--- src/rtl/alu_seq.sv ---
// alu_seq: handshaked ALU with an iterative shift-add multiplier.
//
// One operation is accepted at a time on the in_valid/in_ready channel.
// ADD, SUB, AND, XOR, COM, ADDI and the reserved opcode produce a result
// one cycle after accept.  MUL runs a shift-add loop for DSIZE cycles and
// returns the full double-width product on {out_hi, out}.  The result and
// flags are held on the out_valid/out_ready channel until consumed.
//
// Ports:
//   clk        rising-edge clock for all state
//   rst_n      synchronous active-low reset
//   in_valid   operation request
//   in_ready   block can accept an operation this cycle
//   a, b       operands (ADDI: signed immediate in b[IMMW-1:0])
//   op         opcode: ADD=0 SUB=1 AND=2 XOR=3 COM=4 MUL=5 ADDI=6, 7 reserved
//   out_valid  result available
//   out_ready  consumer takes the result
//   out        result low half
//   out_hi     MUL high half, 0 for other ops
//   carry      carry (ADD/ADDI) or borrow (SUB)
//   ovf        signed overflow (ADD/ADDI/SUB) or nonzero high half (MUL)
//   zero       out == 0
module alu_seq #(
  parameter int DSIZE = 8,
  parameter int IMMW  = 4
) (
  input  logic             clk,
  input  logic             rst_n,
  input  logic             in_valid,
  output logic             in_ready,
  input  logic [DSIZE-1:0] a,
  input  logic [DSIZE-1:0] b,
  input  logic [2:0]       op,
  output logic             out_valid,
  input  logic             out_ready,
  output logic [DSIZE-1:0] out,
  output logic [DSIZE-1:0] out_hi,
  output logic             carry,
  output logic             ovf,
  output logic             zero
);

  localparam int CW = $clog2(DSIZE + 1);

  localparam logic [2:0] OP_ADD  = 3'd0;
  localparam logic [2:0] OP_SUB  = 3'd1;
  localparam logic [2:0] OP_AND  = 3'd2;
  localparam logic [2:0] OP_XOR  = 3'd3;
  localparam logic [2:0] OP_COM  = 3'd4;
  localparam logic [2:0] OP_MUL  = 3'd5;
  localparam logic [2:0] OP_ADDI = 3'd6;

  typedef enum logic [1:0] {
    S_IDLE,
    S_MUL,
    S_DONE
  } state_t;

  state_t            state;
  logic [CW-1:0]     cnt;
  logic [DSIZE-1:0]  mcand_p0;
  logic [DSIZE-1:0]  acc_hi_p0;
  logic [DSIZE-1:0]  acc_lo_p0;

  logic              accept;

  logic [DSIZE-1:0]  b_eff;
  logic [DSIZE:0]    sum_w;
  logic [DSIZE-1:0]  alu_res;
  logic              alu_c;
  logic              alu_v;

  logic [DSIZE:0]    mul_sum;
  logic [DSIZE-1:0]  step_hi;
  logic [DSIZE-1:0]  step_lo;

  // Sign-extend the ADDI immediate to the full operand width.
  function automatic logic [DSIZE-1:0] sext_imm(input logic [IMMW-1:0] x);
    logic signed [IMMW-1:0] s;
    s = $signed(x);
    return DSIZE'(s);
  endfunction

  // Signed overflow: the exact (DSIZE+1)-bit result differs from the
  // sign extension of its truncated DSIZE-bit value.
  function automatic logic add_ovf(input logic signed [DSIZE-1:0] x,
                                   input logic signed [DSIZE-1:0] y);
    logic signed [DSIZE:0]   w;
    logic signed [DSIZE-1:0] t;
    w = (DSIZE+1)'(x) + (DSIZE+1)'(y);
    t = w[DSIZE-1:0];
    return w != (DSIZE+1)'(t);
  endfunction

  function automatic logic sub_ovf(input logic signed [DSIZE-1:0] x,
                                   input logic signed [DSIZE-1:0] y);
    logic signed [DSIZE:0]   w;
    logic signed [DSIZE-1:0] t;
    w = (DSIZE+1)'(x) - (DSIZE+1)'(y);
    t = w[DSIZE-1:0];
    return w != (DSIZE+1)'(t);
  endfunction

  assign in_ready = rst_n & ((state == S_IDLE) | ((state == S_DONE) & out_ready));
  assign accept   = in_valid & in_ready;

  // Single-cycle datapath, evaluated on the live inputs and registered on accept.
  always_comb begin
    b_eff   = (op == OP_ADDI) ? sext_imm(b[IMMW-1:0]) : b;
    sum_w   = '0;
    alu_res = '0;
    alu_c   = 1'b0;
    alu_v   = 1'b0;
    case (op)
      OP_ADD, OP_ADDI: begin
        sum_w   = {1'b0, a} + {1'b0, b_eff};
        alu_res = sum_w[DSIZE-1:0];
        alu_c   = sum_w[DSIZE];
        alu_v   = add_ovf($signed(a), $signed(b_eff));
      end
      OP_SUB: begin
        // The extra top bit of the widened difference is the borrow.
        sum_w   = {1'b0, a} - {1'b0, b};
        alu_res = sum_w[DSIZE-1:0];
        alu_c   = sum_w[DSIZE];
        alu_v   = sub_ovf($signed(a), $signed(b));
      end
      OP_AND:  alu_res = a & b;
      OP_XOR:  alu_res = a ^ b;
      OP_COM:  alu_res[0] = (a <= b);
      default: alu_res = '0;
    endcase
  end

  // One shift-add step: conditionally add the multiplicand into the upper
  // half, then shift the whole {carry, hi, lo} accumulator right by one.
  // The multiplier occupies acc_lo and is consumed from its LSB.
  always_comb begin
    mul_sum = {1'b0, acc_hi_p0} + (acc_lo_p0[0] ? {1'b0, mcand_p0} : '0);
    step_hi = mul_sum[DSIZE:1];
    step_lo = {mul_sum[0], acc_lo_p0[DSIZE-1:1]};
  end

  always_ff @(posedge clk) begin
    if (!rst_n) begin
      state     <= S_IDLE;
      cnt       <= '0;
      out_valid <= 1'b0;
      out       <= '0;
      out_hi    <= '0;
      carry     <= 1'b0;
      ovf       <= 1'b0;
      zero      <= 1'b0;
      mcand_p0  <= '0;
      acc_hi_p0 <= '0;
      acc_lo_p0 <= '0;
    end else begin
      case (state)
        S_IDLE, S_DONE: begin
          if (accept) begin
            if (op == OP_MUL) begin
              state     <= S_MUL;
              cnt       <= CW'(DSIZE);
              mcand_p0  <= a;
              acc_hi_p0 <= '0;
              acc_lo_p0 <= b;
              out_valid <= 1'b0;
            end else begin
              state     <= S_DONE;
              out_valid <= 1'b1;
              out       <= alu_res;
              out_hi    <= '0;
              carry     <= alu_c;
              ovf       <= alu_v;
              zero      <= (alu_res == '0);
            end
          end else if ((state == S_DONE) && out_ready) begin
            state     <= S_IDLE;
            out_valid <= 1'b0;
          end
        end
        // ---- multiply iteration stage ----
        S_MUL: begin
          acc_hi_p0 <= step_hi;
          acc_lo_p0 <= step_lo;
          cnt       <= cnt - CW'(1);
          if (cnt == CW'(1)) begin
            state     <= S_DONE;
            out_valid <= 1'b1;
            out       <= step_lo;
            out_hi    <= step_hi;
            carry     <= 1'b0;
            ovf       <= (step_hi != '0);
            zero      <= (step_lo == '0);
          end
        end
        default: begin
          state     <= S_IDLE;
          out_valid <= 1'b0;
        end
      endcase
    end
  end

endmodule

--- config.mk ---
export PLATFORM = sky130hd
export DESIGN_NAME = alu_seq
export DESIGN_NICKNAME = d
export VERILOG_FILES = /design/src/rtl/alu_seq.sv
export SDC_FILE = /design/constraint.sdc
export NUM_CORES = 1
export LEC_CHECK = 0
export ABC_CLOCK_PERIOD_IN_PS = 2400
export CAP_MARGIN = 20
export CORE_UTILIZATION = 50
export DETAILED_ROUTE_END_ITERATION = 6
export GPL_ROUTABILITY_DRIVEN = 0
export MAX_ROUTING_LAYER = met4
export PLACE_DENSITY_LB_ADDON = 0.12
export SETUP_SLACK_MARGIN = 0.02
export SLEW_MARGIN = 0
export SYNTH_ARGS = -nofsm -noshare
export SYNTH_HDL_FRONTEND = slang
export SYNTH_SLANG_ARGS = --single-unit
--- constraint.sdc ---
create_clock -name clk -period 2.4 [get_ports clk]
set_input_delay 0.24 -clock clk [delete_from_list [all_inputs] [get_ports clk]]
set_output_delay 0.24 -clock clk [all_outputs]
set_load 0.01 [all_outputs]
==> results of run 1 <==
## registers in the layout (all words and copies together), names as in the netlist
signal	cells
zero	1
cnt	4
ovf	1
acc_hi_p0	8
carry	1
mcand_p0	8
state	2
out_hi	8
acc_lo_p0	8
out	8
## tightest hold or removal path: stages
cell and delay [ns]:
dlymetal6s2s_1 0.13, buf_4 0.14, nand2_1 0.06, a311oi_1 0.07
## routing by layer
layer  up-vias  GRT usage, %
li1       1890             -
met5         -             -
met2       176          50.4
met4         0          6.41
met3        21          3.98
met1      1907          45.1
## what timing repair did
action	4_1_cts	5_1_grt
gates resized for setup	38	19
setup buffers	5	3
setup endpoints to repair	6	6
pin swaps	13	14
## worst max-delay path by stage
stage / from / endpoint / slack [ns] / cells past startpoint
global route: acc_lo_p0[0]$_SDFFE_PN0P_ / ovf$_SDFFE_PN0P_ / -0.22 / 10
detailed placement: op[0] / zero$_SDFFE_PN0P_ / -0.53 / 13
floorplan: op[0] / zero$_SDFFE_PN0P_ / 0.03 / 13
global placement: op[0] / zero$_SDFFE_PN0P_ / -0.41 / 13
CTS: acc_lo_p0[0]$_SDFFE_PN0P_ / ovf$_SDFFE_PN0P_ / 0.007 / 10
finish: acc_lo_p0[0]$_SDFFE_PN0P_ / ovf$_SDFFE_PN0P_ / -0.13 / 10
## power by group through the flow
| stage | logic [mW] | clock network (mW) | registers, mW |
|---|---|---|---|
| 5_1_grt | 0.729 | 0.645 | 0.843 |
| 6_report | 0.681 | 0.613 | 0.842 |
| 3_3_place_gp | 0.588 | 0 | 0.860 |
| 4_1_cts | 0.640 | 0.618 | 0.841 |
| 3_5_place_dp | 0.599 | 0 | 0.860 |
| 2_1_floorplan | 0.321 | 0 | 0.861 |
## stage by stage
step	area, µm²	total power [mW]	setup TNS (ns)	cells
floorplan	3680	1.18	0	462
global placement	4820	1.45	-2.55	667
detailed placement	4820	1.46	-3.20	667
CTS	5100	2.10	0	680
global route	5200	2.22	-0.305	683
finish	5200	2.13	-0.129	683
## kinds of logic after synthesis
kind of cell | count (synthesis) | synth area share (%)
adders and majority gates | 34 | 12.3
buffers and inverters | 43 | 5.20
xor gates and xnor gates | 15 | 3.59
muxes | 5 | 1.37
DFF | 49 | 26.8
and+or+nand+nor | 187 | 25.6
AOI/OAI and AO/OA | 129 | 25.2
## layout by cell type, fill, tap and decap left out, types with 4 or more instances in the layout
cell              n
buf_4            94
nand2_1          70
dfxtp_1          48
a21oi_1          32
clkdlybuf4s50_1  30
nor2_1           27
ha_1             21
nor2b_1          18
inv_1            17
nand3_1          16
and2_1           13
o21ai_0          13
a22oi_1          11
xnor2_1          10
nor3_1            9
ha_4              9
dlygate4sd2_1     8
nand2b_1          7
a311oi_1          7
a21boi_0          7
clkbuf_8          6
o21ai_1           5
mux2i_1           5
o21a_1            4
xor2_1            4
## layout make-up
cell class | count | area, µm²
Sequential cell | 49 | 982
Clock inverter | 1 | 30.0
Clock buffer | 7 | 86.3
Tap cell | 96 | 120
Inverter | 20 | 75.1
Fill cell | 538 | 1740
Timing Repair Buffer | 140 | 1190
Multi-Input combinational cell | 370 | 2720
==> out/qor.txt, run 1 <==
run status: complete, but fails checks
violated checks: negative setup slack
Placement Rows: 30
Initial Utilization: 52.6%
Yosys top cell area share: 26.8%
hold-critical path endpoint: acc_lo_p0[6]$_SDFFE_PN0P_
Arrival @ worst endpoint: 2.71 ns
leakage power of the design: 2.16 nW
gate count after technology mapping: 462
wire length the detailed router placed on met1: 5200 µm
top routing layer in use: met4
Max Freq: 395 MHz
count of antenna-violating nets left after detailed routing: 0
number of flip-flops and latches in the synthesized netlist: 49
critical path required time: 2.58 ns
worst reg-to-reg path cell count: 10
GRT overflow: 0
fraction of power consumed by the clock network: 28.7%
Post-synth ARST share: 0%
max-slew violation count: 0
TritonCTS Buffers: 5
H-tree levels: 2
Setup Viol. Count Final: 1
main area contributors after synthesis: dfxtp_1 (27%), ha_1 (11%), nand2_1 (7.3%), a21oi_1 (4.8%), nor2b_1 (3.4%)
number of different library cells in the post-synthesis netlist: 75
endpoints failing hold: 0
width of the chip: 87.5 µm
Die Y-Extent: 87.5 µm
met3 layer wire length in the routed design: 960 µm
master cell of the clock root buffer: clkbuf_8
number of enable-type register cells in the synthesized netlist: 0
cells traversed along the worst timing path: buf_4, and2_1, ha_1, a21o_1, a21oi_1, o21ai_1, a211oi_1, nor2_2, a2111oi_4, a31oi_1
power density over cell area: 410 mW/mm²
dominant cell by count in the synthesized netlist: nand2_1
number of stages on the worst hold path: 4
number of I/O port buffers: 43
Detailed Routing Iterations Pass 1: 5
total of max-cap violations: 0
number of antenna violations at the first check in global routing: 0
Gate power share: 31.9%
sequential share of power: 39.4%
met2 wirelength from detailed routing: 5420 µm
Period minus WS final: 2.53 ns
DRC violation total after the first TritonRoute iteration: 301
per-cell routed wire length: 17.2 µm
Diodes inserted: 0
worst-case setup margin in the final layout: -0.129 ns
pin count of the biggest net entering global routing: 35
actual transition at the worst max-transition pin: 0.544 ns
highest fanout seen on the critical path: 6
launching element type of the critical path: register
post-detailed-routing wire length: 11800 µm
Sw Ratio: 29.0%
DRC viols: 0
sequential share of the synthesized area: 26.8%
CTS tree: built
clock input transition at the sequential cells of the worst setup and hold paths: 0.09 ns
CP max stage delay: 0.42 ns
clock tree sinks: 49
synthesized netlist net count: 519
cell family with most CP delay: compound AO/OA/AOI/OAI gates
syn avg cell area: 7.91 µm²
Yosys warnings: 0
later-pin clock latency in the skew report: 0.30 ns
count of buffer and inverter cells on the critical path: 1
via count of the first global-routing pass: 3663
launch point of the worst reg-to-reg path: acc_lo_p0[0]$_SDFFE_PN0P_
maximum vdd ir drop: 0.273 mV
commonest register cell after synthesis: dfxtp_1
nets: 643
Slew HR: 63.4%
Die Outline Area: 0.00766 mm²
overall via count from detail_route: 3994
type of the worst setup path: register to register
startpoint of the tightest hold check path: b[6]
I/O pins: 44
global-route wire length before repair: 18400 µm
count of hold buffers inserted by post-cts repair: 0
maximum buffer depth of the clock tree: 2
hpwl dp: 8630 µm
fraction of layout instances using a drive strength above 1: 26.4%
RSZ-0062 raised after global routing: yes
Critical Path End Type: register
P_int: 1.51 mW
Tcrit/Tclk final: 105%
clock tree skew after final layout: 0.00549 ns
vias per cell: 5.85
Setup WS pre-CTS: -0.535 ns
Area growth, synth to finish: 42.3%
switching power summed over all nets: 0.620 mW
Syn Std Cell Area: 0.00366 mm²
global router's overall resource usage: 32.4%
final core area utilization: 74.9%
cell at the slowest stage of the critical path: a2111oi_4
commonest cells in the synthesized netlist: nand2_1 (71), dfxtp_1 (49), a21oi_1 (35), ha_1 (31), nor2_1 (28)
worst hold slack after final layout: 0.397 ns
Core Region: 0.00694 mm²
cell type with the highest aggregate area in the netlist: dfxtp_1
R2R Setup Slk: -0.13 ns
path category of the worst min-delay check: primary input to register
Worst R2R End: ovf$_SDFFE_PN0P_
Note: power is estimated with default switching activity, not from simulation.
==> inputs of run 2 (changes only) <==
--- a/config.mk
+++ b/config.mk
@@ -11,7 +11,7 @@
 export DETAILED_ROUTE_END_ITERATION = 6
 export GPL_ROUTABILITY_DRIVEN = 0
 export MAX_ROUTING_LAYER = met4
-export PLACE_DENSITY_LB_ADDON = 0.12
+export PLACE_DENSITY = 0.81
 export SETUP_SLACK_MARGIN = 0.02
 export SLEW_MARGIN = 0
 export SYNTH_ARGS = -nofsm -noshare
==> out/qor.txt, run 2 (synthesis gave the netlist of run 1 again) <==
sequential share of power: 40.8% (was 39.4%)
P_int: 1.38 mW (was 1.51 mW)
worst reg-to-reg path cell count: 12 (was 10)
Placement Rows: 30 (unchanged)
DRC violation total after the first TritonRoute iteration: 679 (was 301)
worst-case setup margin in the final layout: -0.0148 ns (was -0.129 ns)
overall via count from detail_route: 4297 (was 3994)
violated checks: negative setup slack (unchanged)
GRT overflow: 0 (unchanged)
fraction of layout instances using a drive strength above 1: 28.9% (was 26.4%)
number of stages on the worst hold path: 2 (was 4)
met1 demand-to-capacity share in global routing: 40.4% (was 45.1%)
commonest cells after routing, fill and taps aside: buf_4 (96), nand2_1 (69), dfxtp_1 (48) (was buf_4 (94), nand2_1 (70), dfxtp_1 (48))
Detailed Routing Iterations Pass 1: 6 (was 5)
Arrival @ worst endpoint: 2.69 ns (was 2.71 ns)
RSZ-0062 raised after global routing: yes (unchanged)
width of the chip: 87.5 µm (unchanged)
global-route met2 utilization: 56.9% (was 50.4%)
count of antenna-violating nets left after detailed routing: 0 (unchanged)
max-slew violation count: 0 (unchanged)
critical path required time: 2.67 ns (was 2.58 ns)
global router's overall resource usage: 34.5% (was 32.4%)
cell family with most CP delay: compound AO/OA/AOI/OAI gates (unchanged)
cells traversed along the worst timing path: buf_6, and2_4, ha_4, a211oi_4, buf_4, o21ai_2, a31oi_2, xnor2_2, buf_4, nand2_2, o21ai_1, and2_1 (was buf_4, and2_1, ha_1, a21o_1, a21oi_1, o21ai_1, a211oi_1, nor2_2, a2111oi_4, a31oi_1)
endpoints failing hold: 0 (unchanged)
master cell of the clock root buffer: clkbuf_8 (unchanged)
number of I/O port buffers: 43 (unchanged)
maximum buffer depth of the clock tree: 2 (unchanged)
Tcrit/Tclk final: 101% (was 105%)
fraction of power consumed by the clock network: 25.5% (was 28.7%)
commonest non-fill, non-tap cell in the layout: buf_4 (unchanged)
via count of the first global-routing pass: 4156 (was 3663)
Area growth, synth to finish: 43.3% (was 42.3%)
launching element type of the critical path: register (unchanged)
power density over cell area: 393 mW/mm² (was 410 mW/mm²)
Setup Total Neg Slack: -0.0213 ns (was -0.129 ns)
TritonCTS Buffers: 5 (unchanged)
critical path depth: 12 (was 10)
area of combinational cells with multiple inputs: 0.00280 mm² (was 0.00272 mm²)
Diodes inserted: 0 (unchanged)
vias per cell: 6.27 (was 5.85)
Sw Ratio: 33.3% (was 29.0%)
Die Y-Extent: 87.5 µm (unchanged)
highest fanout seen on the critical path: 7 (was 6)
run status: complete, but fails checks (unchanged)
total of max-cap violations: 0 (unchanged)
Sequential Area: 985 µm² (was 982 µm²)
number of antenna violations at the first check in global routing: 0 (unchanged)
number of instances in the placed design: 668 (was 667)
later-pin clock latency in the skew report: 0.32 ns (was 0.30 ns)
actual transition at the worst max-transition pin: 0.718 ns (was 0.544 ns)
Critical Path End Type: register (unchanged)
cell at the slowest stage of the critical path: dfxtp_4 (was a2111oi_4)
Gate power share: 33.7% (was 31.9%)
leakage power of the design: 2.13 nW (was 2.16 nW)
clock tree skew after final layout: 0.00482 ns (was 0.00549 ns)
type of the worst setup path: register to register (unchanged)
most heavily used metal layer in global routing: met2 (unchanged)
clock input transition at the sequential cells of the worst setup and hold paths: 0.10 ns (was 0.09 ns)
Slew HR: 52.1% (was 63.4%)
maximum vdd ir drop: 0.253 mV (was 0.273 mV)
post-detailed-routing wire length: 13400 µm (was 11800 µm)
Max Freq: 414 MHz (was 395 MHz)
DRC viols: 0 (unchanged)
Final Non-Filler Cells: 685 (was 683)
crit-path most repeated cell: buf_4
Core Region: 0.00694 mm² (unchanged)
CTS tree: built (unchanged)
per-cell routed wire length: 19.6 µm (was 17.2 µm)
path category of the worst min-delay check: register to register (was primary input to register)
clock tree sinks: 49 (unchanged)
Period minus WS final: 2.41 ns (was 2.53 ns)
switching power summed over all nets: 0.685 mW (was 0.620 mW)
Die Outline Area: 0.00766 mm² (unchanged)
worst hold slack after final layout: 0.459 ns (was 0.397 ns)
nets: 645 (was 643)
met3 capacity usage during global routing: 7.30% (was 3.98%)
global-route wire length before repair: 19700 µm (was 18400 µm)
filler cell count: 445 (was 538)
Initial Utilization: 52.6% (unchanged)
I/O pins: 44 (unchanged)
H-tree levels: 2 (unchanged)
Setup Viol. Count Final: 2 (was 1)
count of buffer and inverter cells on the critical path: 3 (was 1)
hpwl dp: 8920 µm (was 8630 µm)
CP max stage delay: 0.38 ns (was 0.42 ns)
count of hold buffers inserted by post-cts repair: 0 (unchanged)
pin count of the biggest net entering global routing: 35 (unchanged)
run 2: final timing paths:
| path | from | endpoint | slack [ns] |
|---|---|---|---|
| min | mcand_p0[2]$_SDFFE_PN0P_ | mcand_p0[2]$_SDFFE_PN0P_ | 0.46 |
| max | acc_lo_p0[0]$_SDFFE_PN0P_ | out_hi[6]$_SDFFE_PN0P_ | -0.01 |
| min reg2reg | mcand_p0[2]$_SDFFE_PN0P_ | mcand_p0[2]$_SDFFE_PN0P_ | 0.46 |
| max reg2reg | acc_lo_p0[0]$_SDFFE_PN0P_ | out_hi[6]$_SDFFE_PN0P_ | -0.01 |
run 2: repair_timing:
action | CTS | global route
resized for setup | 40 | 31
pin swaps | 21 | 22
setup endpoints to repair | 5 | 9
hold endpoints to repair | 0 | 0
setup buffers | 8 | 2
run 2: worst register-to-register path, delay by kind of cell (launching register included):
kind	cells	cell delay, ns
simple gates	3	0.35
xor+xnor	1	0.17
compound gates	4	0.80
buf+inv	3	0.46
fa+ha+maj	1	0.22
flops	1	0.38
run 2: layout make-up:
cell class | instances | area share, %
flip-flops and latches | 49 | 18.8
repair buffers | 142 | 22.4
clock buffers | 5 | 1.31
clock inverters | 3 | 0.406
inverters | 20 | 1.43
multi-input cells | 370 | 53.4
well taps | 96 | 2.29
run 2: layer usage:
metal  routed length (µm)  vias up  share of wire, %
met5                    0        -                 0
met4                  818        0               6.1
met2                 6140      324                46
li1                     -     1902                 -
met3                 1390      103                10
met1                 5080     1968                38
run 2: through the flow:
stage / utilization [%] / power [mW] / instance area, µm² / worst slack, ns
floorplan: - / 1.18 / 3680 / 0.0317
global placement: 68.9 / 1.44 / 4790 / -0.388
detailed placement: 68.9 / 1.46 / 4790 / -0.475
CTS: 73.1 / 1.99 / 5080 / -0.0232
global route: 75.5 / 2.12 / 5240 / -0.110
finish: 75.5 / 2.06 / 5240 / -0.0148
run 2: power by group through the flow:
stage | clock network (mW) | registers [mW] | logic [mW]
after floorplan | 0 | 0.861 | 0.321
after global placement | 0 | 0.858 | 0.581
after detailed placement | 0 | 0.859 | 0.598
after CTS | 0.505 | 0.840 | 0.641
after global routing | 0.550 | 0.842 | 0.732
final | 0.526 | 0.840 | 0.695
==> inputs of run 3 (changes only) <==
--- a/config.mk
+++ b/config.mk
@@ -5,11 +5,11 @@
 export SDC_FILE = /design/constraint.sdc
 export NUM_CORES = 1
 export LEC_CHECK = 0
-export ABC_CLOCK_PERIOD_IN_PS = 2400
 export CAP_MARGIN = 20
 export CORE_UTILIZATION = 50
 export DETAILED_ROUTE_END_ITERATION = 6
 export GPL_ROUTABILITY_DRIVEN = 0
+export HOLD_SLACK_MARGIN = 0.02
 export MAX_ROUTING_LAYER = met4
 export PLACE_DENSITY = 0.81
 export SETUP_SLACK_MARGIN = 0.02
==> results of run 3 <==
No change in the layout: final DEF, timing and power equal those of run 2.
